`src/rtl/approx_err_monitor.sv`:
```
// Error-statistics collector for the 8x8 approximate multiplier: compares each accepted
// product against the exact a*b and accumulates count, saturating sum and maximum of |ED|.
module approx_err_monitor #(
  parameter int CNT_W = 16,
  parameter int SUM_W = 32
) (
  input  logic             clk,
  input  logic             rst,
  input  logic             start,
  input  logic [CNT_W-1:0] num_samples,
  input  logic             in_valid,
  output logic             in_ready,
  input  logic [7:0]       a,
  input  logic [7:0]       b,
  input  logic [15:0]      r_approx,
  output logic             busy,
  output logic             done,
  output logic [CNT_W-1:0] err_cnt,
  output logic [SUM_W-1:0] sum_ed,
  output logic             sum_sat,
  output logic [15:0]      max_ed,
  output logic [7:0]       worst_a,
  output logic [7:0]       worst_b
);

  typedef enum logic [1:0] {IDLE, RUN, DRAIN, DONE} state_t;

  state_t           state;
  logic [CNT_W-1:0] num_reg;
  logic [CNT_W-1:0] cnt_reg;
  logic [CNT_W-1:0] cnt_next;

  logic        v1;
  logic [7:0]  s1_a;
  logic [7:0]  s1_b;
  logic [15:0] s1_r;
  logic [15:0] s1_exact;

  logic        v2;
  logic [7:0]  s2_a;
  logic [7:0]  s2_b;
  logic [15:0] s2_ed;

  logic             xfer;
  logic [16:0]      diff;
  logic [16:0]      diff_abs;
  logic [SUM_W:0]   sum_wide;

  assign in_ready = (state == RUN);
  assign busy     = (state != IDLE);
  assign done     = (state == DONE);

  assign xfer     = in_valid & (state == RUN);
  assign cnt_next = cnt_reg + 1'b1;

  // 17-bit signed difference; its magnitude always fits in 16 bits
  assign diff     = {1'b0, s1_exact} - {1'b0, s1_r};
  assign diff_abs = diff[16] ? (~diff + 17'd1) : diff;
  assign sum_wide = {1'b0, sum_ed} + {{(SUM_W - 15){1'b0}}, s2_ed};

  always_ff @(posedge clk) begin
    if (rst) begin
      state    <= IDLE;
      num_reg  <= '0;
      cnt_reg  <= '0;
      v1       <= 1'b0;
      s1_a     <= '0;
      s1_b     <= '0;
      s1_r     <= '0;
      s1_exact <= '0;
      v2       <= 1'b0;
      s2_a     <= '0;
      s2_b     <= '0;
      s2_ed    <= '0;
      err_cnt  <= '0;
      sum_ed   <= '0;
      sum_sat  <= 1'b0;
      max_ed   <= '0;
      worst_a  <= '0;
      worst_b  <= '0;
    end else begin
      v1 <= xfer;
      if (xfer) begin
        s1_a     <= a;
        s1_b     <= b;
        s1_r     <= r_approx;
        s1_exact <= a * b;
      end

      v2 <= v1;
      if (v1) begin
        s2_a  <= s1_a;
        s2_b  <= s1_b;
        s2_ed <= diff_abs[15:0];
      end

      if (v2) begin
        err_cnt <= err_cnt + CNT_W'(s2_ed != 16'd0);
        if (sum_wide[SUM_W]) begin
          sum_ed  <= '1;
          sum_sat <= 1'b1;
        end else begin
          sum_ed <= sum_wide[SUM_W-1:0];
        end
        // strict compare keeps the earliest sample on ties
        if (s2_ed > max_ed) begin
          max_ed  <= s2_ed;
          worst_a <= s2_a;
          worst_b <= s2_b;
        end
      end

      case (state)
        IDLE: begin
          if (start) begin
            num_reg <= num_samples;
            cnt_reg <= '0;
            err_cnt <= '0;
            sum_ed  <= '0;
            sum_sat <= 1'b0;
            max_ed  <= '0;
            worst_a <= '0;
            worst_b <= '0;
            state   <= (num_samples != '0) ? RUN : DRAIN;
          end
        end
        RUN: begin
          if (xfer) begin
            cnt_reg <= cnt_next;
            if (cnt_next == num_reg) state <= DRAIN;
          end
        end
        DRAIN: begin
          if (!v1 && !v2) state <= DONE;
        end
        DONE: state <= IDLE;
        default: state <= IDLE;
      endcase
    end
  end

endmodule

```
`config.mk`:
```
export PLATFORM = sky130hd
export DESIGN_NAME = approx_err_monitor
export DESIGN_NICKNAME = d
export VERILOG_FILES = /design/src/rtl/approx_err_monitor.sv
export SDC_FILE = /design/constraint.sdc
export NUM_CORES = 1
export LEC_CHECK = 0
export BUFFER_PORTS_ARGS = -buffer_cell sky130_fd_sc_hd__buf_4
export CELL_PAD_IN_SITES_DETAIL_PLACEMENT = 0
export CELL_PAD_IN_SITES_GLOBAL_PLACEMENT = 1
export CORE_MARGIN = 3
export CORE_UTILIZATION = 45
export DETAILED_ROUTE_END_ITERATION = 10
export PLACE_DENSITY = 0.79
export SYNTH_ARGS = -nofsm -noshare
export SYNTH_HDL_FRONTEND = slang
export SYNTH_SLANG_ARGS = --single-unit
```
`constraint.sdc`:
```
create_clock -name clk -period 4.22 [get_ports clk]
set_input_delay 0 -clock clk [delete_from_list [all_inputs] [get_ports clk]]
set_output_delay 0 -clock clk [all_outputs]
set_load 0.01 [all_outputs]
```
# After elaboration in Yosys (flattened, before gate mapping)
# Index checks and enable logic that the tools add are counted.
# word_totals
elab_cells	79
regBits	197
# op_classes
n_reduce_logical	11
muxes	33
eq_ne	8
n_mul	1
n_lt_le_gt_ge	1
bitwise_logic	2
n_addsub	5
# ops
operator	count
2-to-1 mux 16 bit	10
2-to-1 mux 32 bit	4
2-to-1 mux 8 bit	8
adder 32 x 16 -> 33 bit	1
adder 16 x 1 -> 16 bit, second input constant	2
one-hot mux 16 bit (2 select lines)	1
nonzero test 16 bit	2
subtractor 16 x 16 -> 17 bit	1
adder 16 x 1 -> 16 bit	1
equality test 16 bit	1
greater-than comparator 16 bit	1
multiplier 8 x 8 -> 16 bit	1
NOT 16 bit	1
2-to-1 mux 2 bit	5
one-hot mux 2 bit (4 select lines)	1
equality test 2 bit, second input constant	2
2-to-1 mux 1 bit	4
inequality test 2 x 1 -> 1 bit, second input constant	2
inequality test 2 bit, second input constant	2
AND reduction 4 bit	1
nonzero test 2 bit	2
AND reduction 3 bit	1
equality test 2 x 1 -> 1 bit, second input constant	1
zero test 1 bit	2
other kinds (4)	4

# Logic depth before layout (Yosys ltp)
# logic_depth
ltp_word	5
ltp_mapped	18
ltp_nobuf	17

# Worst setup path before layout
# No wires, ideal clock.
# synth_timing
kind	input to register
startpoint	input b[7]
endpoint	register s1_exact[15]
path_slack_ns	0.327
setup_time_ns	0.086
n_path_buf	1
path_stages	17
t_required_ns	4.134
t_arrival_ns	3.807
path_cell_list	clkbuf_1 > nand2_1 > fa_1 > fa_1 > inv_1 > fa_1 > inv_1 > fa_1 > inv_1 > ha_1 > inv_1 > a21oi_1 > o211ai_1 > a21oi_1 > o31ai_1 > xnor2_1 > a211oi_1
# synth_via
elab_chain_cells	1
# synth_rtl
item	line	rtl
start: declaration	14	input logic [7:0] b,
multiplier 8 x 8 -> 16 bit	87	s1_exact <= a * b;
end signal: assignment	87	
end: declaration	37	logic [15:0] s1_exact;
# No other way between the ends.
# A chain may end at the register's enable or synchronous reset.

# Worst setup path after layout
# layout_timing
startpoint	input a[1]
endpoint	register s1_exact[15]
# layout_via
elab_chain_cells	1
# layout_rtl
item	line	rtl
start: declaration	13	input logic [7:0] a,
multiplier 8 x 8 -> 16 bit	87	
# No other way between the ends.

==> summary.txt <==
STA
  • Final Max Slew Viols: 0
  • Least-Margin Pin Slew: 1200 ps
  • Unrepaired setup endpoints after global routing: false
  • Setup TNS: 0 ps
  • Slew HR: approximately a fifth
  • Minimum clock period: between 4000 and 5000 ps
  • Final Hold Fails: 0
  • Final Skew: approximately 18 ps
  • Final Setup Violations: 0
  • Fin crit share: 96.2%
  • Fmax achieved: around 250 MHz
  • WHS: 33.7 ps

Clock network
  • Clock Latency Late Sink: 440 ps
  • H-tree Lvls: 4
  • # clock sinks: 197
  • CTS root buffer: clkbuf_16
  • Deepest clock path buffer count: 2
  • CTS tree: done
  • CTS Buf Count: 17
  • Reg clk slew, reported paths: about 90 ps

Critical path
  • Worst r2r path cells: 11
  • Max FO, Critical Path: 9
  • Crit. path cell count: 18
  • Crit path max-delay cell type: fa_1
  • Buf/Inv on CP: 6
  • CP max stage delay: approximately 560 ps
  • Crit. End Element: register
  • Crit Path Class: in -> reg
  • Critical Path RT: 4570 ps
  • CP delay by family, top: adder cells
  • Worst path most repeated cell: fa_1
  • Ordered list of cells on the worst path: dlygate4sd3_1 > buf_4 > nand2_1 > fa_1 > fa_1 > inv_1 > fa_1 > inv_1 > fa_1 > inv_1 > ha_1 > inv_2 > a21oi_2 > o211ai_1 > a21oi_2 > o31ai_2 > xnor2_1 > a211oi_1
  • CP Launch Type: input port
  • Crit path DAT: roughly 4400 ps

Synthesis
  • Syn. warnings: 0
  • Post-Syn Area: ~0.013 mm2
  • Sequential area share after synthesis: a little under a third
  • Main synth FF type: dfxtp_1
  • Syn_nets: between 1500 and 2000
  • Fraction of registers with async set/reset: 0%
  • EDFF count, synth: 0
  • Cells after synthesis: ~1500
  • Unique masters post-synth: between 80 and 90
  • Synth Register Bits: roughly 200
  • Synth Area per Inst: just over 8 um2

Global routing
  • Pin count of the biggest net entering global routing: 69
  • First-pass GRT wire length: about 54000 um
  • Initial antenna violation count: 0
  • Vias in the first global route: around 11000
  • Gr ovfl total: 0
  • Tot GR Track Use: between 20% and 30%

Layout
  • Nets: 1871
  • Biggest register: sum_ed
  • Area grow syn2layout: 18.7%
  • Largest register FFs: 32
  • Layout cells sized above 1: between 10% and 20%
  • Fillers: around 2600
  • Final Instance Area: approximately 0.015 mm2
  • Ant diodes: 0

Power
  • Psw: approximately 3.5 mW
  • Pwr/cell area: about 530 mW/mm2
  • Comb power frac: 51.2%
  • Share of power burned in the clock network: a little over a fifth
  • Sw Ratio: between 40% and 50%
  • Internal: between 4 and 5 mW
  • Sequential power share: 27.4%
  • Leakage power: 6.20 nW
  • Worst-case vdd ir drop: 0.000353 V

Placed design
  • Port Buf Inserts: 135
  • DP Wirelength: 23800 um
  • Gp weighted congestion: roughly 0.8
  • Placed cell area: around 0.014 mm2

Flow run
  • Max_cap viols: 0

Floorplan
  • Die span in y: 173 um
  • Core area: ~0.027 mm2
  • Die Wd: 173 um
  • Full die area: approximately 0.030 mm2
  • Site row count: 60
  • Initial cell density of the core: around 46%
  • I/O pins: approximately 140

Routing
  • Vias: between 10000 and 15000
  • Drc violations: 0
  • Final WL: 32600 um
  • Vias per inst: 5.39
  • DRT antenna net count: 0
  • DR WL/cell: roughly 16 um
  • Iter 0 DRT Violations: ~750
  • Drt pass-1 iters: 5

Worst hold path
  • Min-Delay Path Class: in -> reg
  • Hold Path Depth: 2

Status
  • Status: completed
[synthesized netlist by cell type, types with 3 or more instances]
master | instances | area share (%)
nand2b_1 | 8 | 0.40
or3_1 | 15 | 0.74
inv_1 | 115 | 3.4
a31oi_1 | 9 | 0.45
and3_1 | 16 | 0.79
a21boi_0 | 3 | 0.18
a31o_2 | 3 | 0.21
clkbuf_8 | 4 | 0.44
fa_1 | 38 | 6.0
a21oi_1 | 176 | 7.0
dfxtp_1 | 197 | 31
mux2i_1 | 22 | 1.7
xor2_1 | 35 | 2.4
nand3b_1 | 7 | 0.42
a311oi_1 | 6 | 0.42
xnor2_1 | 43 | 3.0
a21o_1 | 25 | 1.5
buf_2 | 3 | 0.12
a211oi_1 | 24 | 1.4
o21ai_0 | 87 | 3.5
a211o_1 | 3 | 0.21
o21bai_1 | 4 | 0.24
and4_1 | 5 | 0.35
buf_1 | 3 | 0.089
nor4_1 | 10 | 0.50
o31ai_1 | 3 | 0.18
buf_6 | 3 | 0.27
nor3_1 | 21 | 0.83
nor2_1 | 96 | 2.9
and2_1 | 56 | 2.8
o211ai_1 | 7 | 0.42
nand3_1 | 62 | 2.5
o2111ai_1 | 4 | 0.28
o21a_1 | 15 | 0.89
clkbuf_1 | 62 | 1.8
nand2_1 | 184 | 5.5
ha_1 | 93 | 9.2
nor2b_1 | 12 | 0.59
nand4_1 | 17 | 0.84
[per-stage QoR]
| step | worst slack (ps) | util (%) | power (mW) | cells |
|---|---|---|---|---|
| floorplan | 327 | - | 5.13 | 1548 |
| global route | 10.9 | 55.0 | 8.46 | 2073 |
| detailed placement | 120 | 50.7 | 6.14 | 1990 |
| finish | 159 | 55.0 | 7.87 | 2073 |
| CTS | 7.96 | 54.7 | 7.87 | 2070 |
| global placement | 186 | 50.7 | 6.10 | 1990 |
[cell type report]
class	instances	area, um2	area share (%)
Inverter	115	432	2.88
Timing Repair Buffer	201	1640	11.0
Clock buffer	17	425	2.84
Tap cell	372	465	3.11
Sequential cell	197	3950	26.3
Multi-Input combinational cell	1156	7880	52.6
Clock inverter	15	190	1.27
[repair_timing]
item,CTS,global route
setup buffers,0,2
gates resized for setup,0,15
endpoints found under the hold margin,49,0
setup endpoints to repair,0,6
hold buffers,48,0
[layer usage]
metal  track usage [%]  vias to the layer above  wire, um
li1                  -                     5639         -
met1              30.2                     5280     16100
met2              34.3                      221     15000
met3              3.37                       25      1100
met4              4.22                        0       354
met5                 0                        -         0
[path summary, 6_finish.rpt]
path / end / slack (ps) / start
min reg2reg: sum_sat / 450 / sum_sat
max reg2reg: s2_ed[15] / 680 / s1_r[0]
max: s1_exact[15] / 160 / a[1]
min: cnt_reg[0] / 30 / rst
[cells by family after synthesis]
family          count (synthesis)  share of synthesized area (%)
xor+xnor                       80                           5.67
flops                         197                           31.3
mux                            22                           1.74
compound gates                398                           19.1
buf+inv                       195                           6.68
fa+ha+maj                     131                           15.2
simple gates                  525                           20.3
[power groups by stage]
stage | combinational, mW | clock [mW] | sequential, mW
floorplan | 3.00 | 0 | 2.13
global placement | 3.91 | 0 | 2.19
detailed placement | 3.94 | 0 | 2.20
CTS | 4.00 | 1.72 | 2.16
global route | 4.49 | 1.80 | 2.17
finish | 4.03 | 1.68 | 2.16
[cell usage in the layout, fill, tap and decap left out, types with 4 or more instances in the layout]
| cell type | instances |
|---|---|
| dlygate4sd3_1 | 47 |
| a311oi_1 | 6 |
| dfxtp_1 | 196 |
| o21a_1 | 15 |
| nor4_1 | 10 |
| o21ai_0 | 85 |
| and2_1 | 55 |
| nand3_1 | 62 |
| o211ai_1 | 7 |
| o2111ai_1 | 4 |
| clkinv_8 | 4 |
| xnor2_1 | 43 |
| nor2b_1 | 12 |
| ha_1 | 93 |
| nor2_1 | 96 |
| a31oi_1 | 9 |
| clkbuf_16 | 17 |
| xor2_1 | 35 |
| and3_1 | 16 |
| nand4_1 | 17 |
| a211oi_1 | 23 |
| nand2_1 | 184 |
| fa_1 | 37 |
| nand3b_1 | 7 |
| a21oi_1 | 173 |
| inv_1 | 114 |
| and4_1 | 5 |
| or3_1 | 15 |
| a21o_1 | 25 |
| nand2b_1 | 7 |
| inv_8 | 4 |
| buf_4 | 149 |
| nor3_1 | 20 |
| mux2i_1 | 22 |
| o21bai_1 | 4 |
Power figures use the tool's default switching activity.
